$ cat src/rtl/param_define.sv
// Shared loader/PE constants: instruction width, config-buffer depth,
// counter width and the loader state encoding.
`ifndef PE_inst
`define PE_inst 48
`endif

package param_define;

  // PE config-buffer depth; instruction and run counts are clamped to it.
  localparam int PE_DEPTH = 32;

  // Width of the instruction-count and run-length fields.
  localparam int CNT_W = 6;

  typedef enum logic [2:0] {
    IDLE  = 3'd0,
    CLR   = 3'd1,
    FETCH = 3'd2,
    DRAIN = 3'd3,
    RUN   = 3'd4,
    DONE  = 3'd5
  } ldr_state_t;

endpackage

$ cat src/rtl/cfg_fetch_pipe.sv
// Two-stage read-return pipe: stage 1 tracks the one-cycle memory latency,
// stage 2 registers the returned word as PE_inst with its init strobe.
module cfg_fetch_pipe #(
  parameter int W = 48
) (
  input  logic         clk,
  input  logic         rst,
  input  logic         i_flush,
  input  logic         i_rd_en,
  input  logic [W-1:0] i_rdata,
  output logic [W-1:0] o_pe_inst,
  output logic         o_init
);

  logic         r_vld;
  logic         r_init;
  logic [W-1:0] r_inst;

  // Valid follows the read strobe; a flush drops anything in flight so no
  // init escapes after the operation is killed. The word itself is kept.
  always_ff @(posedge clk) begin
    if (rst) begin
      r_vld  <= 1'b0;
      r_init <= 1'b0;
      r_inst <= '0;
    end else begin
      if (i_flush) begin
        r_vld  <= 1'b0;
        r_init <= 1'b0;
      end else begin
        r_vld  <= i_rd_en;
        r_init <= r_vld;
        if (r_vld) begin
          r_inst <= i_rdata;
        end
      end
    end
  end

  assign o_pe_inst = r_inst;
  assign o_init    = r_init;

endmodule

$ cat src/rtl/pe_config_loader.sv
// PE configuration loader: clears the PE, streams inst_num words from config
// memory into the PE config buffer, strobes run for run_cycles, then pulses done.
module pe_config_loader
  import param_define::*;
#(
  parameter int PE_INST_W = `PE_inst,
  parameter int ADDR_W    = 10,
  parameter int DEPTH     = PE_DEPTH
) (
  input  logic                 clk,
  input  logic                 rst,
  input  logic                 start,
  input  logic                 abort,
  input  logic [ADDR_W-1:0]    base_addr,
  input  logic [5:0]           inst_num,
  input  logic [5:0]           run_cycles,
  output logic                 mem_rd_en,
  output logic [ADDR_W-1:0]    mem_addr,
  input  logic [PE_INST_W-1:0] mem_rdata,
  output logic                 pe_rst,
  output logic [PE_INST_W-1:0] PE_inst,
  output logic                 init,
  output logic                 run,
  output logic                 busy,
  output logic                 done
);

  localparam logic [CNT_W-1:0] DEPTH_C = CNT_W'(DEPTH);
  localparam logic [CNT_W-1:0] ONE_C   = CNT_W'(1);

  ldr_state_t        r_state;
  ldr_state_t        w_state_next;
  logic [ADDR_W-1:0] r_base;
  logic [CNT_W-1:0]  r_inst_num;
  logic [CNT_W-1:0]  r_run_cycles;
  logic [CNT_W-1:0]  r_rd_cnt;
  logic [CNT_W-1:0]  r_wr_cnt;
  logic [CNT_W-1:0]  r_run_cnt;
  logic              w_init;
  logic              w_flush;

  // An abort only matters while an operation is in progress.
  assign w_flush = abort && (r_state != IDLE);

  // State register.
  always_ff @(posedge clk) begin
    if (rst) begin
      r_state <= IDLE;
    end else begin
      r_state <= w_state_next;
    end
  end

  // Capture the operation parameters on an accepted start, clamped to the buffer depth.
  always_ff @(posedge clk) begin
    if (rst) begin
      r_base       <= '0;
      r_inst_num   <= '0;
      r_run_cycles <= '0;
    end else if ((r_state == IDLE) && start) begin
      r_base       <= base_addr;
      r_inst_num   <= (inst_num   > DEPTH_C) ? DEPTH_C : inst_num;
      r_run_cycles <= (run_cycles > DEPTH_C) ? DEPTH_C : run_cycles;
    end
  end

  // Read, write (init) and run counters; all restart in the clear cycle.
  always_ff @(posedge clk) begin
    if (rst) begin
      r_rd_cnt  <= '0;
      r_wr_cnt  <= '0;
      r_run_cnt <= '0;
    end else if (r_state == CLR) begin
      r_rd_cnt  <= '0;
      r_wr_cnt  <= '0;
      r_run_cnt <= '0;
    end else begin
      if (r_state == FETCH) begin
        r_rd_cnt <= r_rd_cnt + ONE_C;
      end
      if (r_state == RUN) begin
        r_run_cnt <= r_run_cnt + ONE_C;
      end
      if (w_init) begin
        r_wr_cnt <= r_wr_cnt + ONE_C;
      end
    end
  end

  // Next-state and Moore strobes; abort overrides every other transition.
  always_comb begin
    w_state_next = r_state;
    mem_rd_en    = 1'b0;
    mem_addr     = '0;
    pe_rst       = 1'b0;
    run          = 1'b0;
    done         = 1'b0;
    busy         = (r_state != IDLE);

    case (r_state)
      IDLE: begin
        if (start) begin
          w_state_next = CLR;
        end
      end
      CLR: begin
        pe_rst = 1'b1;
        if (r_inst_num != '0) begin
          w_state_next = FETCH;
        end else if (r_run_cycles != '0) begin
          w_state_next = RUN;
        end else begin
          w_state_next = DONE;
        end
      end
      FETCH: begin
        mem_rd_en = 1'b1;
        mem_addr  = r_base + ADDR_W'(r_rd_cnt);
        if (r_rd_cnt == (r_inst_num - ONE_C)) begin
          w_state_next = DRAIN;
        end
      end
      DRAIN: begin
        // Leave on the cycle that carries the final init so run follows it directly.
        if (w_init && (r_wr_cnt == (r_inst_num - ONE_C))) begin
          w_state_next = (r_run_cycles != '0) ? RUN : DONE;
        end
      end
      RUN: begin
        run = 1'b1;
        if (r_run_cnt == (r_run_cycles - ONE_C)) begin
          w_state_next = DONE;
        end
      end
      DONE: begin
        done         = 1'b1;
        w_state_next = IDLE;
      end
      default: begin
        w_state_next = IDLE;
      end
    endcase

    if (w_flush) begin
      w_state_next = IDLE;
    end
  end

  cfg_fetch_pipe #(
    .W (PE_INST_W)
  ) u_fetch_pipe (
    .clk       (clk),
    .rst       (rst),
    .i_flush   (w_flush),
    .i_rd_en   (mem_rd_en),
    .i_rdata   (mem_rdata),
    .o_pe_inst (PE_inst),
    .o_init    (w_init)
  );

  assign init = w_init;

endmodule

$ cat config.mk
export PLATFORM = sky130hd
export DESIGN_NAME = pe_config_loader
export DESIGN_NICKNAME = d
export VERILOG_FILES = /design/src/rtl/param_define.sv /design/src/rtl/cfg_fetch_pipe.sv /design/src/rtl/pe_config_loader.sv
export SDC_FILE = /design/constraint.sdc
export NUM_CORES = 1
export LEC_CHECK = 0
export CAP_MARGIN = 20
export CORE_UTILIZATION = 40
export CTS_BUF_LIST = sky130_fd_sc_hd__clkbuf_4 sky130_fd_sc_hd__clkbuf_8
export CTS_CLUSTER_DIAMETER = 30
export DETAILED_ROUTE_END_ITERATION = 7
export GPL_TIMING_DRIVEN = 1
export PLACE_DENSITY = 0.72
export SYNTH_ARGS = -nofsm -noshare
export SYNTH_HDL_FRONTEND = slang
export SYNTH_SLANG_ARGS = --single-unit
$ cat constraint.sdc
create_clock -name clk -period 2.7 [get_ports clk]
set_clock_uncertainty 0.15 [all_clocks]
set_input_delay 0.27 -clock clk [delete_from_list [all_inputs] [get_ports clk]]
set_output_delay 0.27 -clock clk [all_outputs]
set_load 0.01 [all_outputs]
; Word level (Yosys, flattened, before mapping)
; Cells that the tools add are included.
[classes]
n_addsub = 6
multipliers = 0
div_mod_pow = 0
magnitude_cmp = 2
n_eq_ne = 12
n_shift = 0
mux = 14
n_bitwise = 1
reduce_logical = 11
[op_table]
columns = op, n
row1 = "6-bit by 1-bit adder with 6-bit output, second input constant", 3
row2 = 6-bit equality test, 3
row3 = 3-bit two-way mux, 5
row4 = 3-bit case mux with 5 select lines, 1
row5 = "6-bit > comparator, second input constant", 2
row6 = 6-bit two-way mux, 2
row7 = 6-bit nonzero test, 2
row8 = "6-bit by 1-bit subtractor with 6-bit output, second input constant", 2
row9 = 10-bit by 6-bit adder with 10-bit output, 1
row10 = 10-bit two-way mux, 1
row11 = "3-bit by 2-bit equality test with 1-bit output, second input constant", 2
row12 = "3-bit equality test, second input constant", 2
row13 = 1-bit two-way mux, 5
row14 = "2-bit by 1-bit inequality test with 1-bit output, second input constant", 2
row15 = "2-bit inequality test, second input constant", 2
row16 = 4-bit AND reduction, 1
row17 = 2-bit OR reduction, 2
row18 = "3-bit by 1-bit equality test with 1-bit output, second input constant", 1
row19 = 1-bit logical AND, 3
row20 = 3-bit logical NOT, 1
row21 = 3-bit nonzero test, 1
row22 = 2-bit AND reduction, 1
row23 = 1-bit inverter, 1
[totals]
ff_bits = 93
latchBits = 0
ramBits = 0
rom_bits = 0
inputBits = 74
elab_cells = 56
mem_count = 0

; Longest topological paths before layout
[logic_depth]
ltp_word = 5
depth_mapped = 9

; By module
; From an unflattened synthesis, not the netlist that was laid out.
[hier_totals]
hier_cells = 537
area_unflattened_um2 = 4794.6
[modules_own_cells]
columns = mod, instances, cells_per_inst, area_each_um2
row1 = pe_config_loader, 1, 315, 2553.7
row2 = cfg_fetch_pipe, 1, 222, 2240.9

; Worst setup path after synthesis
; Ideal clock, no wire load.
[synth_timing]
kind = flip-flop to output port
start = reg r_rd_cnt[0]
end = out mem_addr[8]
t_arrival_ns = 2.040
required_ns = 2.280
slack_ns = 0.240
path_stages_with_launch = 10
cell_sequence = dfxtp_1 ha_1 inv_1 fa_1 nor2b_1 o21ai_0 a21boi_0 o21ai_0 a21oi_1 mux2i_1
[synth_between]
elab_chain_cells = 2
[synth_rtl]
columns = item, line_no
row1 = start: declaration, pe_config_loader.sv:36  ; logic [CNT_W-1:0] r_rd_cnt;
row2 = start signal: assignment, pe_config_loader.sv:79  ; r_rd_cnt <= r_rd_cnt + ONE_C;
row3 = 10-bit by 6-bit adder with 10-bit output, pe_config_loader.sv:118  ; mem_addr = r_base + ADDR_W'(r_rd_cnt);
row4 = 10-bit two-way mux, pe_config_loader.sv:100  ; case (r_state)
row5 = end: declaration, pe_config_loader.sv:18  ; output logic [ADDR_W-1:0] mem_addr,
; No other way between the ends.

; Worst setup path in the final report
; Ends and elaborated chain as after synthesis.

==> impl_metrics.json <==
{
  "antenna_found_initial": 0,
  "synth.distinct_cells": 49,
  "dp_hpwl_um": 8170,
  "ant_nets": 0,
  "place.gp.congestion": 0.876,
  "port_buffers": 137,
  "tightest_slew_ns": 0.772,
  "hp-class": "primary input to register",
  "rsz0062_at_grt": "yes",
  "synth_seq_cells": 93,
  "routed_wl_um": 11700,
  "worst-endpoint-required_ns": 2.28,
  "viasPerCell": 5.03,
  "n_fill_cell": 944,
  "regToRegStartpoint": "r_inst_num[0]",
  "cts_sinks": 93,
  "cp.arrival_ns": 2.28,
  "drt_iter0_drc": 180,
  "status": "finished, violations left",
  "synth_edf_count": 0,
  "clk_pin_slew_worst_paths_ns": 0.08,
  "rows": 37,
  "critPathLaunchType": "register",
  "area_growth_pct": 42.0,
  "die_y_um": 106,
  "core-area_mm2": 0.0104,
  "hold_violations": 0,
  "cts_tree": "done",
  "worst_setup_path_end_kind": "primary output",
  "yosysWarnings": 0,
  "cts_hold_buffers": 0,
  "worstSetupPathType": "register to primary output",
  "ys_seq_area_frac": 0.430,
  "grt_max_degree": 65,
  "max-slew-margin-rel": 0.484,
  "syn_avg_cell_area_um2": 7.81,
  "ys.flop_type": "dfxtp_1",
  "via_count": 4170,
  "p_leak_nw": 2.23,
  "rrSetupSlack_ns": 0.44,
  "cts_max_level": 3,
  "diodes": 0,
  "startpoint": "r_rd_cnt[0]",
  "cts-root-buf": "clkbuf_8",
  "grt_use_met1": 0.254,
  "grtUsageMet2": 0.348,
  "synth_fp_nets": 641,
  "wire_per_inst_um": 14.1,
  "finalInstanceArea_mm2": 0.00615,
  "ctsLongestPathBuffers": 2,
  "cts-buffers-inserted": 9,
  "grt_pass1_vias": 4029,
  "insertion_delay_ns": 0.36,
  "synthArstFlopShare": 0,
  "violations": "negative setup slack",
  "start_util": 0.416,
  "met3_usage": 0.0883,
  "layout_setup_ws_ns": -0.000101,
  "gr-usage-all-layers": 0.215,
  "grt_pass1_wl_um": 19000,
  "dieArea_mm2": 0.0112,
  "setup_viol": 1,
  "maxCapViolations": 0,
  "power_density_mw_per_mm2": 505,
  "drc": 0,
  "layout.area.seq_mm2": 0.00187,
  "fin_crit_ns": 2.70,
  "syn_area_mm2": 0.00433,
  "drive_above_1_share": 0.0981,
  "fmax_ghz": 0.370,
  "syn_inst": 554,
  "slew_viol_final": 0,
  "die_x_um": 106,
  "fin_cells": 829,
  "fin_crit_sh": 1.00,
  "ios": 138,
  "busiest_layer": "met2",
  "ir_drop_uv": 316,
  "drt_pass1_iterations": 4,
  "postPlaceCellArea_mm2": 0.00582,
  "path_max_fanout": 3,
  "overflow": 0,
  "dp.cells": 806,
  "nets": 775,
  "multi_input_area_mm2": 0.00232,
  "holdCritStartpoint": "rst"
}
cell families after synthesis:
kind of cell	Yosys count	share of synthesized area
xor+xnor	39	0.0789
mux	5	0.0116
fa+ha+maj	14	0.0416
simple gates	243	0.248
flops	93	0.430
compound gates	107	0.138
buf+inv	53	0.0523
cell usage after synthesis (8+ instances only):
cell type	instances	area (um^2)
o21ai_0	9	45.0
dfxtp_1	93	1860
xor2_1	21	184
nor3_1	8	40.0
nand2_1	148	556
clkbuf_1	25	93.8
ha_1	12	150
nand3_1	8	40.0
nor2_1	37	139
xnor2_1	18	158
nand3b_1	11	82.6
a21oi_1	79	395
nand4_1	8	50.1
inv_1	15	56.3
area by class of cell:
type | instances | area share
Clock buffer | 13 | 0.0281
Clock inverter | 3 | 0.00692
Inverter | 16 | 0.00977
Multi-Input combinational cell | 408 | 0.377
Sequential cell | 93 | 0.303
Tap cell | 136 | 0.0277
Timing Repair Buffer | 160 | 0.247
sequential cells by signal, summed over array words and instances, names as in the netlist:
| name | flops |
|---|---|
| u_fetch_pipe.o_pe_inst | 48 |
| r_base | 10 |
| r_inst_num | 6 |
| r_rd_cnt | 6 |
| r_run_cnt | 6 |
| r_run_cycles | 6 |
| r_wr_cnt | 6 |
| r_state | 3 |
| u_fetch_pipe.o_init | 1 |
| u_fetch_pipe.r_vld | 1 |
where the power goes:
part	internal [mW]	total (mW)	switching, mW
clock network	0.513	1.00	0.487
registers	1.42	1.49	0.0637
logic	0.305	0.615	0.311
total	2.24	3.10	0.862
through the flow:
| stage | total power [mW] | hold slack [ns] | TNS, ns | util | worst slack (ns) |
|---|---|---|---|---|---|
| final | 3.10 | 0.0968 | -0.000101 | 0.590 | -0.000101 |
| after global routing | 3.26 | 0.0929 | -0.159 | 0.590 | -0.104 |
| after CTS | 3.12 | 0.0812 | -0.368 | 0.583 | -0.178 |
| after detailed placement | 2.12 | 0.296 | -0.469 | 0.559 | -0.285 |
| after global placement | 2.11 | 0.291 | -0.374 | 0.559 | -0.230 |
| after floorplan | 1.87 | 0.202 | 0 | - | 0.240 |
worst max-delay path, cell delays in order, from the launching register on:
cell and delay (ns):
dfxtp_2 0.36, ha_4 0.14, inv_2 0.04, fa_2 0.38, nor2b_4 0.15, o21ai_4 0.07
a21boi_2 0.18, o21ai_2 0.09, a21oi_2 0.17, mux2i_1 0.19, buf_2 0.15
metal layers:
layer  routed length [um]  part of all wire
met1                 4950              0.42
met2                 5410              0.46
met3                 1090             0.093
met4                  242             0.021
met5                    0                 0
what timing repair did:
item / CTS / global route
pin swaps: 7 / 10
gates resized for setup: 24 / 16
setup buffers: 4 / 3
setup endpoints to repair: 7 / 6
path summary, 6_finish.rpt:
check                              end  cells after the start
max                        mem_addr[8]                     10
min                u_fetch_pipe.o_init                      2
max reg2reg                 r_state[1]                      8
min reg2reg  u_fetch_pipe.o_pe_inst[4]                      2
layout by cell type (no fill, tap or decap), types with 4 or more instances in the layout:
master and instances:
buf_2 4, xnor2_1 18, nand2_1 148, nand3_1 8, o21ai_0 7, nand3b_1 11, nor3_1 7, clkbuf_8 12
dfxtp_1 90, xor2_1 21, inv_1 14, nor2_1 37, ha_1 10, mux2i_1 5, a21oi_1 76, clkdlybuf4s50_1 128
nand4_1 8, buf_4 23
Power figures use the tool's default switching activity.
==> variant 1 (same settings) <==
Change the macro `PE_inst` from 48 to 24.
--- a/src/rtl/param_define.sv
+++ b/src/rtl/param_define.sv
@@ -1,7 +1,7 @@
 // Shared loader/PE constants: instruction width, config-buffer depth,
 // counter width and the loader state encoding.
 `ifndef PE_inst
-`define PE_inst 48
+`define PE_inst 24
 `endif
 
 package param_define;
Ports: changed (resized PE_inst and mem_rdata); port bits go from 138 to 90. The function was not compared with the original's and may differ.
==> variant 1 against the original RTL <==
- the flow still finishes with violations (negative setup slack)
- sequential cell count fell by 24
- critical path depth did not move
- power rose by 4.0%
- via count fell by 24%
- count of clock-buffer cells in the layout fell by 4
- die area fell by 20%
- final area fell by 22%
- synthesized area fell by 20%
- first-iteration DRC count fell by 46%
- routed wire length fell by 27%
- setup slack got worse by 0.027 ns
- sequential share of layout area fell by 1.5 points
- critical endpoint unchanged
- highest routed layer unchanged
==> variant 1: results (changes against the original RTL) <==
stage,metric,value,unit,change
setup_path,cp.arrival,2.31,ns,was 2.28 ns
finish,drive_gt1_share,11.7,%,was 9.81%
placed_design,port_buffers,89,,was 137
placed_design,hpwl,6000,um,was 8170 um
grt,grt_start_max_net_pins,51,,was 65
grt,antenna_found_initial,0,,unchanged
pwr,ir_worst_vdd,0.348,mV,was 0.316 mV
placed_design,dp_slack,-0.244,ns,was -0.285 ns
setup_path,reg2reg_slack,0.45,ns,
setup_path,crit_start,r_rd_cnt[0],,unchanged
yosys,synth.cells.most_frequent,"98 x nand2_1, 69 x dfxtp_1, 56 x a21oi_1",,"was 148 x nand2_1, 93 x dfxtp_1, 79 x a21oi_1"
route,drtIter0Drc,98,,was 180
setup_path,r2r_cells,8,,unchanged
yosys,synth.distinct_cells,53,,was 49
clock_network,clk_latency,0.34,ns,was 0.36 ns
grt,grt_pass1_vias,2931,,was 4029
grt,grt_usage,19.1,%,was 21.5%
finish,largest_reg_flops,24,,was 48
clock_network,clockRootBuffer,clkbuf_8,,unchanged
setup_path,r2r-end,r_state[1],,unchanged
run_status,status,"complete, but fails checks",,unchanged
grt,grt_pass1_wl,13500,um,was 19000 um
yosys,ys_warn_count,0,,unchanged
finish,fin_nets,589,,was 775
timing,fin_ws,-0.0271,ns,was -0.000101 ns
yosys,ys_seq_area_share,40.1,%,was 43.0%
setup_path,r2r-start,r_inst_num[1],,was r_inst_num[0]
yosys,ys.flop_type,dfxtp_1,,unchanged
clock_network,cts_buffers,9,,unchanged
timing,setup_viol,1,,unchanged
setup_path,worstPathMaxFanout,3,,unchanged
hold_path,hp-class,reg2reg,,was in2reg
pwr,p_leak,1.79,nW,was 2.23 nW
route,vias,3183,,was 4170
finish,diodes,0,,unchanged
route,avgRoutedWirePerCell,13.4,um,was 14.1 um
timing,worst_pin_slew,0.831,ns,was 0.772 ns
placed_design,place.gp.congestion,0.844,,was 0.876
timing,setup_tns,-0.0271,ns,was -0.000101 ns
route,dr.pass1.iters,4,,unchanged
yosys,synth_area_leaders,"dfxtp_1 40%, nand2_1 11%, a21oi_1 8.1%",,"was dfxtp_1 43%, nand2_1 13%, a21oi_1 9.1%"
clock_network,cts_htree_levels,3,,unchanged
run_status,violations,negative setup slack,,unchanged
yosys,syn_nets,492,,was 641
-- variant 1: how the worst min path moves through the flow --
| stage | startpoint | endpoint | slack [ns] | cells past startpoint |
|---|---|---|---|---|
| floorplan | rst | r_state[1] | 0.20 | 1 |
| global placement | u_fetch_pipe.o_pe_inst[21] | u_fetch_pipe.o_pe_inst[21] | 0.29 | 2 |
| detailed placement | u_fetch_pipe.o_pe_inst[1] | u_fetch_pipe.o_pe_inst[1] | 0.30 | 2 |
| CTS | u_fetch_pipe.o_pe_inst[1] | u_fetch_pipe.o_pe_inst[1] | 0.31 | 2 |
| global route | mem_rdata[22] | u_fetch_pipe.o_pe_inst[22] | 0.32 | 3 |
| finish | u_fetch_pipe.o_pe_inst[1] | u_fetch_pipe.o_pe_inst[1] | 0.30 | 2 |
-- variant 1: cell type report --
cell class | count | area (um2)
inverters | 15 | 56.3
multi-input cells | 323 | 1970
clock inverters | 6 | 111
clock buffers | 9 | 124
fillers | 720 | 3450
well taps | 105 | 131
repair buffers | 108 | 1020
flip-flops and latches | 69 | 1380
-- variant 1: stage by stage --
step	total power [W]	cells	hold slack [ns]	instance area (um2)
detailed placement	0.00222	614	0.297	4460
global placement	0.00220	614	0.292	4460
floorplan	0.00188	429	0.202	3440
CTS	0.00323	632	0.307	4740
finish	0.00323	635	0.304	4800
global route	0.00340	635	0.319	4800
-- variant 1: worst max-delay path, stage by stage, from the launching register on --
cell and delay (ns):
dfxtp_2 0.36, ha_4 0.14, inv_2 0.03, fa_2 0.36, nor2b_4 0.16, o21ai_2 0.10
a21boi_2 0.18, o21ai_2 0.12, a21oi_2 0.16, mux2i_1 0.21, buf_2 0.15
-- variant 1: kinds of logic after synthesis --
logic type,synth area share [%]
buf+inv,4.43
simple gates,25.7
compound gates,12.8
mux,1.16
fa+ha+maj,5.53
flops,40.1
xor+xnor,10.3
-- variant 1: timing repair --
action,4_1_cts,5_1_grt
buffers inserted,3,3
resized for setup,27,9
pin swaps,3,11
endpoints found under the setup margin,6,6
-- variant 1: where the power goes --
part	internal, W	leakage [nW]	total (W)	switching, W
sequential	0.00112	0.560	0.00124	0.000116
combinational	0.000463	1.12	0.000986	0.000524
clock	0.000610	0.116	0.00100	0.000395
total	0.00219	1.79	0.00323	0.00103
-- variant 1: metal layers --
layer	global-route usage [%]	share of wire, %	wire [um]
met4	9.85	2.4	201
met3	3.46	4.4	372
met5	0	0	0
met1	23.4	45	3820
met2	31.9	48	4130
==> variant 2 (same flow settings) <==
Made on the original files. Re-encode `ldr_state_t` (6 states) as one-hot, 6 bits wide.
--- a/src/rtl/param_define.sv
+++ b/src/rtl/param_define.sv
@@ -12,13 +12,13 @@
   // Width of the instruction-count and run-length fields.
   localparam int CNT_W = 6;
 
-  typedef enum logic [2:0] {
-    IDLE  = 3'd0,
-    CLR   = 3'd1,
-    FETCH = 3'd2,
-    DRAIN = 3'd3,
-    RUN   = 3'd4,
-    DONE  = 3'd5
+  typedef enum logic [5:0] {
+    IDLE  = 6'b000001,
+    CLR   = 6'b000010,
+    FETCH = 6'b000100,
+    DRAIN = 6'b001000,
+    RUN   = 6'b010000,
+    DONE  = 6'b100000
   } ldr_state_t;
 
 endpackage
Check against the original RTL: no difference found for any inputs over 10 cycles, from zero or initial values and one cycle with rst high; not proved beyond that.
==> variant 2 against the original RTL <==
- synthesized area is 0.92% higher
- sequential cell count is 3 higher
- power is 6.4% lower
- setup slack better by 0.047 ns
- final cell count is 1.3% lower
- critical path depth is 1 higher
- final area is 0.51% lower
- via count is 2.7% lower
- register-to-register slack worse by 0.17 ns
- utilization is 0.56 points lower
- routed wire length is 0.43% lower
- largest cell class unchanged
- highest routed layer unchanged
==> variant 2: results (changes against the original RTL) <==
stage,metric,value,unit,change
yosys,ys_warn_count,0,,unchanged
hold_path,hp-class,in2reg,,unchanged
placed_design,place.gp.congestion,0.771,,was 0.876
route,routed.top_layer,met4,,unchanged
clock_network,clk_latency,0.35,ns,
placed_design,port_buffers,137,,unchanged
finish,diodes,0,,unchanged
timing,slew_headroom,46.9,%,was 48.4%
run_status,status,completed,,"was complete, but fails checks"
yosys,ys.flop_type,dfxtp_1,,unchanged
yosys,ys_async_sr_fraction,0,%,unchanged
yosys,synth.distinct_cells,48,,was 49
pwr,p_leak,2.20,nW,was 2.23 nW
grt,antenna_found_initial,0,,unchanged
route,wl_met1,4880,um,was 4950 um
setup_path,worstPathMaxFanout,2,,was 3
route,avgRoutedWirePerCell,14.2,um,was 14.1 um
clock_network,clockRootBuffer,clkbuf_8,,unchanged
grt,grt_pass1_vias,3954,,was 4029
yosys,synth_most_common_cell,nand2_1,,unchanged
clock_network,clk_path_buf_depth,2,,unchanged
placed_design,hpwl,8170,um,about the same
yosys,syn_nets,627,,was 641
finish,fin_nets,765,,was 775
setup_path,cp.arrival,2.23,ns,was 2.28 ns
clock_network,cts_buffers,9,,unchanged
route,dr.pass1.iters,4,,unchanged
grt,grt_usage,20.8,%,was 21.5%
grt,grt_pass1_wl,18800,um,was 19000 um
route,vias,4056,,was 4170
clock_network,cts_htree_levels,3,,unchanged
timing,hold_viol_final,0,,unchanged
finish,largest_reg_flops,48,,unchanged
pwr,ir_worst_vdd,0.321,mV,was 0.316 mV
route,drtIter0Drc,168,,was 180
placed_design,dpl-instance-area,0.00586,mm2,was 0.00582 mm2
route,wl_met2,5740,um,was 5410 um
finish,drive_gt1_share,9.09,%,was 9.81%
yosys,synth_area_leaders,"dfxtp_1 44%, nand2_1 13%, a21oi_1 9.5%",,"was dfxtp_1 43%, nand2_1 13%, a21oi_1 9.1%"
clock_network,path_clk_slew,0.09,ns,
route,wl_met3,838,um,was 1090 um
yosys,synth.cells.most_frequent,"151 x nand2_1, 96 x dfxtp_1, 83 x a21oi_1",,"was 148 x nand2_1, 93 x dfxtp_1, 79 x a21oi_1"
setup_path,reg2reg_slack,0.27,ns,was 0.44 ns
grt,grt_start_max_net_pins,73,,was 65
yosys,ys_seq_area_share,44.0,%,was 43.0%
variant 2: path summary, 6_finish.rpt:
check                                  start                          to  depth (start not counted)
setup / recovery                 r_rd_cnt[0]                 mem_addr[8]                         11
hold / removal                           rst                  r_state[5]                          3
setup reg to reg               r_inst_num[0]                  r_state[5]                          9
hold reg to reg   u_fetch_pipe.o_pe_inst[38]  u_fetch_pipe.o_pe_inst[38]                          2
variant 2: area by class of cell:
cell class	count	area [um2]
clock buffers	11	145
multi-input cells	403	2320
inverters	13	48.8
repair buffers	156	1490
fillers	983	4350
flip-flops and latches	96	1930
clock inverters	3	20.0
well taps	136	170
variant 2: kinds of logic (layout without fill, tap and decap cells):
kind of cell | Yosys count | after routing | synth area share, %
AOI/OAI and AO/OA | 102 | 102 | 12.6
xor gates and xnor gates | 40 | 40 | 8.99
adders and majority gates | 12 | 12 | 3.61
buffers and inverters | 42 | 183 | 4.32
DFF | 96 | 96 | 44.0
muxes | 4 | 4 | 0.916
and+or+nand+nor | 245 | 245 | 25.6
variant 2: where the power goes:
group	internal, W	total, W	switching [W]
logic	0.000273	0.000560	0.000287
registers	0.00146	0.00152	0.0000546
clock network	0.000359	0.000829	0.000469
variant 2: per-layer routing:
layer | up-vias | GRT usage [%]
met5 | - | 0
met4 | 0 | 7.05
met3 | 15 | 7.30
met2 | 115 | 36.7
met1 | 1875 | 23.3
li1 | 2051 | -
variant 2: timing repair:
action,4_1_cts,5_1_grt
pin swaps,4,15
gates resized for setup,24,13
setup endpoints to repair,6,8
setup buffers,4,3
variant 2: metrics by stage:
step	hold WS, ns	setup slack (ns)	cells	TNS [ns]
finish	0.281	0.0470	818	0
global route	0.293	-0.0698	818	-0.0799
CTS	0.271	-0.0751	815	-0.0751
detailed placement	0.296	-0.163	797	-0.200
global placement	0.292	-0.0878	797	-0.0878
floorplan	0.256	0.383	541	0
variant 2: critical path, stage by stage, from the launching register on:
cell and delay [ns]:
dfxtp_2 0.36, ha_4 0.14, inv_2 0.04, fa_2 0.38, nor2b_4 0.13, o21ai_2 0.08
a21oi_2 0.18, o21ai_2 0.09, a21oi_2 0.16, xnor2_1 0.08, nor2_1 0.11, buf_2 0.14
